--- config.mk ---
export PLATFORM = sky130hd
export DESIGN_NAME = hsv_mode_apply
export DESIGN_NICKNAME = d
export VERILOG_FILES = /design/src/rtl/hsv_mode_apply.sv
export SDC_FILE = /design/constraint.sdc
export NUM_CORES = 2
export LEC_CHECK = 0
export CORE_MARGIN = 2
export CORE_UTILIZATION = 35
export CTS_BUF_LIST = sky130_fd_sc_hd__clkbuf_4
export DETAILED_ROUTE_END_ITERATION = 8
export PLACE_DENSITY = 0.52
export SLEW_MARGIN = 40
export SYNTH_ARGS = -nofsm -noshare
export SYNTH_HDL_FRONTEND = slang
export SYNTH_SLANG_ARGS = --single-unit
--- constraint.sdc ---
create_clock -name clk -period 15.7 [get_ports clk]
set_clock_uncertainty 0.05 [all_clocks]
set_input_delay 3.14 -clock clk [delete_from_list [all_inputs] [get_ports clk]]
set_output_delay 3.14 -clock clk [all_outputs]
set_load 0.005 [all_outputs]
--- src/rtl/hsv_mode_apply.sv ---
// hsv_mode_apply
//   Applies the mode code from the button mode selector to the Hue/Saturation/Value registers.
//   It does this on every update tick and on every mode change. Each applied update is then
//   converted to 8-bit RGB in a three-stage pipeline for the PWM/LED driver.
//
// Parameters
//   TICK_DIV   clk cycles per update tick
//
// Ports
//   clk        in   1  system clock, all logic on posedge
//   reset      in   1  asynchronous, active-high reset
//   sost       in   4  mode code 0..6; 7..15 apply without changing anything
//   sw_h       in   9  switch hue request (mode 3), clamped to 359
//   sw_s       in   7  switch saturation request (mode 5), clamped to 100
//   sw_v       in   7  switch value request (mode 4), clamped to 100
//   hue        out  9  current hue 0..359
//   sat        out  7  current saturation 0..100
//   val        out  7  current value 0..100
//   rgb_r/g/b  out  8  converted colour, held between updates
//   rgb_valid  out  1  one-cycle pulse when rgb_* carry a freshly applied update
module hsv_mode_apply #(
  parameter int TICK_DIV = 10000000
) (
  input  logic       clk,
  input  logic       reset,
  input  logic [3:0] sost,
  input  logic [8:0] sw_h,
  input  logic [6:0] sw_s,
  input  logic [6:0] sw_v,
  output logic [8:0] hue,
  output logic [6:0] sat,
  output logic [6:0] val,
  output logic [7:0] rgb_r,
  output logic [7:0] rgb_g,
  output logic [7:0] rgb_b,
  output logic       rgb_valid
);

  localparam int CW = (TICK_DIV > 1) ? $clog2(TICK_DIV) : 1;
  localparam logic [CW-1:0] CNT_LAST = CW'(TICK_DIV - 1);

  logic [CW-1:0] cnt;
  logic [3:0]    prev_sost;
  logic          tick;
  logic          mode_change;
  logic          apply_evt;

  assign tick        = (cnt == CNT_LAST);
  assign mode_change = (sost != prev_sost);
  assign apply_evt   = tick | mode_change;

  // Update-rate counter. A mode change restarts it, so the first periodic tick
  // after a change lands a full period later. A change and a tick arriving in
  // the same cycle collapse into one apply.
  always_ff @(posedge clk or posedge reset) begin
    if (reset) begin
      cnt       <= '0;
      prev_sost <= 4'd0;
    end else begin
      prev_sost <= sost;
      if (apply_evt)
        cnt <= '0;
      else
        cnt <= cnt + CW'(1);
    end
  end

  logic [9:0] hue_sum60;
  logic [9:0] hue_sum1;
  logic [8:0] hue_n;
  logic [6:0] sat_n;
  logic [6:0] val_n;

  assign hue_sum60 = {1'b0, hue} + 10'd60;
  assign hue_sum1  = {1'b0, hue} + 10'd1;

  // Next H/S/V for the current mode. The sums are 10 bits wide so that wrap-around
  // past 359 can be detected and corrected by subtracting 360.
  always_comb begin
    hue_n = hue;
    sat_n = sat;
    val_n = val;
    case (sost)
      4'd0: hue_n = 9'd120;
      4'd1: hue_n = 9'((hue_sum60 >= 10'd360) ? (hue_sum60 - 10'd360) : hue_sum60);
      4'd2: hue_n = 9'((hue_sum1 >= 10'd360) ? (hue_sum1 - 10'd360) : hue_sum1);
      4'd3: hue_n = (sw_h > 9'd359) ? 9'd359 : sw_h;
      4'd4: val_n = (sw_v > 7'd100) ? 7'd100 : sw_v;
      5'd5: sat_n = (sw_s > 7'd100) ? 7'd100 : sw_s;
      4'd6: begin
        sat_n = 7'd50;
        val_n = 7'd50;
      end
      default: ;
    endcase
  end

  logic applied;

  // H/S/V registers. The 'applied' flag marks the cycle in which they were just
  // updated, and it starts the valid bit down the conversion pipeline.
  always_ff @(posedge clk or posedge reset) begin
    if (reset) begin
      hue     <= 9'd0;
      sat     <= 7'd100;
      val     <= 7'd100;
      applied <= 1'b0;
    end else begin
      applied <= apply_evt;
      if (apply_evt) begin
        hue <= hue_n;
        sat <= sat_n;
        val <= val_n;
      end
    end
  end

  // Stage 1: scale the value to 0..255 and split the hue into a 60-degree sector
  // and an offset within that sector.
  logic [14:0] vs_prod;
  logic [7:0]  vs_c;
  logic [2:0]  region_c;
  logic [8:0]  region_base;
  logic [5:0]  f_c;

  assign vs_prod = 15'(val) * 15'd255;
  assign vs_c    = 8'(vs_prod / 15'd100);

  always_comb begin
    region_c    = 3'd0;
    region_base = 9'd0;
    if (hue >= 9'd300) begin
      region_c    = 3'd5;
      region_base = 9'd300;
    end else if (hue >= 9'd240) begin
      region_c    = 3'd4;
      region_base = 9'd240;
    end else if (hue >= 9'd180) begin
      region_c    = 3'd3;
      region_base = 9'd180;
    end else if (hue >= 9'd120) begin
      region_c    = 3'd2;
      region_base = 9'd120;
    end else if (hue >= 9'd60) begin
      region_c    = 3'd1;
      region_base = 9'd60;
    end
  end

  assign f_c = 6'(hue - region_base);

  logic       s1_valid;
  logic [7:0] s1_vs;
  logic [2:0] s1_region;
  logic [5:0] s1_f;
  logic [6:0] s1_sat;

  // Stage 1 register. It loads every cycle and carries the valid bit with the data.
  always_ff @(posedge clk or posedge reset) begin
    if (reset) begin
      s1_valid  <= 1'b0;
      s1_vs     <= 8'd0;
      s1_region <= 3'd0;
      s1_f      <= 6'd0;
      s1_sat    <= 7'd0;
    end else begin
      s1_valid  <= applied;
      s1_vs     <= vs_c;
      s1_region <= region_c;
      s1_f      <= f_c;
      s1_sat    <= sat;
    end
  end

  // Stage 2: compute the p/q/t levels. Saturation is in percent and f is in degrees,
  // so q and t are scaled by 100*60 = 6000. The largest product, 255*6000, fits in 21 bits.
  logic [6:0]  sat_inv;
  logic [14:0] p_prod;
  logic [12:0] sat_f;
  logic [12:0] sat_fc;
  logic [20:0] q_prod;
  logic [20:0] t_prod;
  logic [7:0]  p_c;
  logic [7:0]  q_c;
  logic [7:0]  t_c;

  assign sat_inv = 7'd100 - s1_sat;
  assign p_prod  = 15'(s1_vs) * 15'(sat_inv);
  assign sat_f   = 13'(s1_sat) * 13'(s1_f);
  assign sat_fc  = 13'(s1_sat) * 13'(6'd60 - s1_f);
  assign q_prod  = 21'(s1_vs) * 21'(13'd6000 - sat_f);
  assign t_prod  = 21'(s1_vs) * 21'(13'd6000 - sat_fc);
  assign p_c     = 8'(p_prod / 15'd100);
  assign q_c     = 8'(q_prod / 21'd6000);
  assign t_c     = 8'(t_prod / 21'd6000);

  logic       s2_valid;
  logic [7:0] s2_vs;
  logic [2:0] s2_region;
  logic [7:0] s2_p;
  logic [7:0] s2_q;
  logic [7:0] s2_t;

  // Stage 2 register.
  always_ff @(posedge clk or posedge reset) begin
    if (reset) begin
      s2_valid  <= 1'b0;
      s2_vs     <= 8'd0;
      s2_region <= 3'd0;
      s2_p      <= 8'd0;
      s2_q      <= 8'd0;
      s2_t      <= 8'd0;
    end else begin
      s2_valid  <= s1_valid;
      s2_vs     <= s1_vs;
      s2_region <= s1_region;
      s2_p      <= p_c;
      s2_q      <= q_c;
      s2_t      <= t_c;
    end
  end

  // Stage 3: route the levels to R/G/B according to the sector. The outputs change
  // only on a valid update, so the LED driver sees a steady colour between updates.
  always_ff @(posedge clk or posedge reset) begin
    if (reset) begin
      rgb_r     <= 8'd0;
      rgb_g     <= 8'd0;
      rgb_b     <= 8'd0;
      rgb_valid <= 1'b0;
    end else begin
      rgb_valid <= s2_valid;
      if (s2_valid) begin
        case (s2_region)
          3'd0: begin rgb_r <= s2_vs; rgb_g <= s2_t;  rgb_b <= s2_p;  end
          3'd1: begin rgb_r <= s2_q;  rgb_g <= s2_vs; rgb_b <= s2_p;  end
          3'd2: begin rgb_r <= s2_p;  rgb_g <= s2_vs; rgb_b <= s2_t;  end
          3'd3: begin rgb_r <= s2_p;  rgb_g <= s2_q;  rgb_b <= s2_vs; end
          3'd4: begin rgb_r <= s2_t;  rgb_g <= s2_p;  rgb_b <= s2_vs; end
          default: begin rgb_r <= s2_vs; rgb_g <= s2_p; rgb_b <= s2_q; end
        endcase
      end
    end
  end

endmodule

==> results.md <==
- # fillers: 8720
- MaxCap Viol Count: 0
- CTS root buf: clkbuf_4
- Main synth FF type: dfrtp_1
- R2r setup slk: 0.02 ns
- RSZ-0062 raised after global routing: yes
- Nets@finish: 4753
- Top Ports: 77
- Area Growth Syn to Fin: 24.0%
- Async S/R FF share, synth: 100%
- CTS Buffer Depth: 2
- Mapped cell area: around 0.030 mm²
- Critical path fanouts, max: 6
- Buf/Inv on CP: 14
- Post-synthesis net count: 4236
- Pin count of the biggest net entering global routing: 74
- Slew Viols, Final: 0
- Setup Viol. Count Final: 0
- Hold buffers post-CTS: 0
- Total Routing Usage GR: between 10% and 20%
- Vias in the first global route: approximately 27000
- Syn. warnings: 0
- Initial DRC Count: 1363
- Post-layout minimum cycle time: approximately 16 ns
- DP Worst Slack: -0.378 ns
- Final Wtd Congestion: 0.860
- Drt drc: 0
- Antenna violations before repair: 3
- Slowest cell on the critical path: fa_1
- Fmax achieved: 63.8 MHz
- Clock sinks: 138
- Register area share after synthesis: approximately 12%
- Avg WL per Cell: 14.7 µm
- Proportion of layout cells with a drive suffix above 1: 20.9%
- Vias after detailed routing: roughly 28000
- #FFs+latches synth: 138
- Grt ovf: 0
- Cell variety after synth: 128
- Die height: 296 µm
- Total Routed Length: 79400 µm
- Post-DP HPWL: 63400 µm
- Die W: 296 µm
- First-pass GRT wire length: around 140000 µm
- Via density: slightly above 5
- Worst hold path class: register to register
- Top-area cell type share of the netlist area: 17.6%
- Num rows: between 100 and 150
- Setup Crit Path Kind: register to register
- Slew headroom: between 30% and 40%
- Worst setup EP type: register
- Synth top area cells: fa_1 18%, dfrtp_1 11%, ha_1 9.9%, inv_1 5.5%, nand2_1 4.7%
- Worst skew pair latency: 0.69 ns
- Drt pass-1 iters: 5
- Core area: 0.0849 mm²
- EDFF count, synth: 0
- Worst-path clk slew: 0.13 ns
- Syn_area_per_cell: about 8 µm²
- Post-DRT Antenna Nets: 0
- CTS buffer count: 17
- CP Data Required Time: between 15 and 20 ns
- Slew @ Worst Pin: between 0.9 and 1 ns
- Fin. Hold Viols: 0
- Port bufs: 76
- Outcome: completed
- Crit path max-delay family: compound AO/OA/AOI/OAI gates
- Cell mode on critical path: inv_1
- Area leader, netlist: fa_1
- CP Launch Type: register
- Final worst slack: 0.0160 ns
- Final worst path period share: 99.9%
- Initial Util: 35.2%
- Synth Instances: 3709
- Worst path arrival time: approximately 16 ns
- Die Area: 0.0876 mm²
- Worst path max stage delay: approximately 0.54 ns
- Htree depth: 4
- CTS tree: yes
[cells in the final DEF (no fill, tap or decap), drive strengths merged, types with 21 or more instances in the layout]
master / count
xor2: 84
nand2b: 36
a21o: 39
mux2i: 45
nor2b: 40
nor4: 28
clkdlybuf4s50: 76
o21a: 31
nor3: 94
a211oi: 67
a211o: 22
o211ai: 55
and3: 42
a31oi: 42
o22ai: 24
dfrtp: 132
o21ai: 164
a21oi: 199
buf: 551
nand2: 373
mux2: 31
or3: 22
inv: 450
and2: 192
o31ai: 21
or2: 40
ha: 235
nor2: 259
xnor2: 134
nand3: 88
fa: 263
[per-stage QoR]
step / std cells / hold WS [ns] / TNS, ns / utilization [%] / instance area (µm²)
floorplan: 3709 / 0.281 / 0 / - / 30000
global placement: 5304 / 0.285 / -0.313 / 41.8 / 35500
detailed placement: 5304 / 0.287 / -0.462 / 41.8 / 35500
CTS: 5350 / 0.317 / -0.0309 / 42.6 / 36200
global route: 5385 / 0.323 / -1.13 / 43.6 / 37000
finish: 5385 / 0.315 / 0 / 43.6 / 37000
[registers in the layout (all words and copies together) (netlist names)]
name / flops
applied: 1
s1_vs: 8
rgb_valid: 1
hue: 9
prev_sost: 4
s2_t: 8
s2_vs: 8
s1_valid: 1
rgb_r: 8
rgb_g: 8
sat: 7
rgb_b: 8
s1_region: 3
s1_f: 6
s2_valid: 1
s2_region: 3
val: 7
s2_q: 8
s2_p: 8
cnt: 24
s1_sat: 7
[final timing paths]
path                       startpoint  endpoint  cells after the start
min in group asynchronous       reset   cnt[18]                      2
hold reg to reg              s1_valid  s2_valid                      0
setup / recovery              s1_f[0]   s2_t[0]                     66
setup reg to reg              s1_f[0]   s2_t[0]                     66
hold / removal               s1_valid  s2_valid                      0
max in group asynchronous       reset   s2_p[3]                      3
[cell families after synthesis]
group / count (synthesis) / share of synthesized area, %
AND/OR/NAND/NOR: 1290 / 21.9
multiplexers: 76 / 2.70
flip-flops: 138 / 11.6
XOR/XNOR: 220 / 6.69
adder cells (fa/ha/maj): 512 / 28.0
buffers and inverters: 575 / 7.58
AO/OA/AOI/OAI: 898 / 21.6
[per-layer routing]
layer / track usage (%) / up-vias / wire length [µm]
li1: - / 13938 / -
met1: 26.5 / 13214 / 40000
met2: 30.1 / 373 / 36200
met3: 2.20 / 37 / 2340
met4: 2.92 / 0 / 869
met5: 0 / - / 0
[what timing repair did]
| item | in CTS | in global routing |
|---|---|---|
| buffers inserted | 14 | 33 |
| gates resized for setup | 50 | 122 |
| hold endpoints to repair | 0 | 0 |
| endpoints found under the setup margin | 2 | 4 |
| pin swaps | 18 | 77 |
[final cells by class]
type	count	area, µm²	share of cell area (%)
multi-input combinational	2996	25100	68.0
clock buffer	17	128	0.345
inverter	446	1690	4.56
sequential	138	3470	9.37
clock inverter	15	190	0.514
tap	1144	1430	3.87
antenna	2	5.00	0.0135
timing repair buffer	627	4950	13.4
[cell usage after synthesis, types with 40 or more instances]
library cell / instances
o211ai_1: 50
mux2i_1: 44
nor3_1: 88
nand2_1: 373
o21ai_0: 146
and3_1: 42
a211oi_1: 60
xnor2_1: 131
clkbuf_1: 94
and2_1: 192
inv_1: 441
nand3_1: 84
nor2b_1: 40
dfrtp_1: 132
ha_1: 235
xor2_1: 83
nor2_1: 255
fa_1: 263
a21oi_1: 197
Power is left out: the tool's default activity adds up to more than one toggle a clock period on the data nets, which glitch-free logic cannot reach.
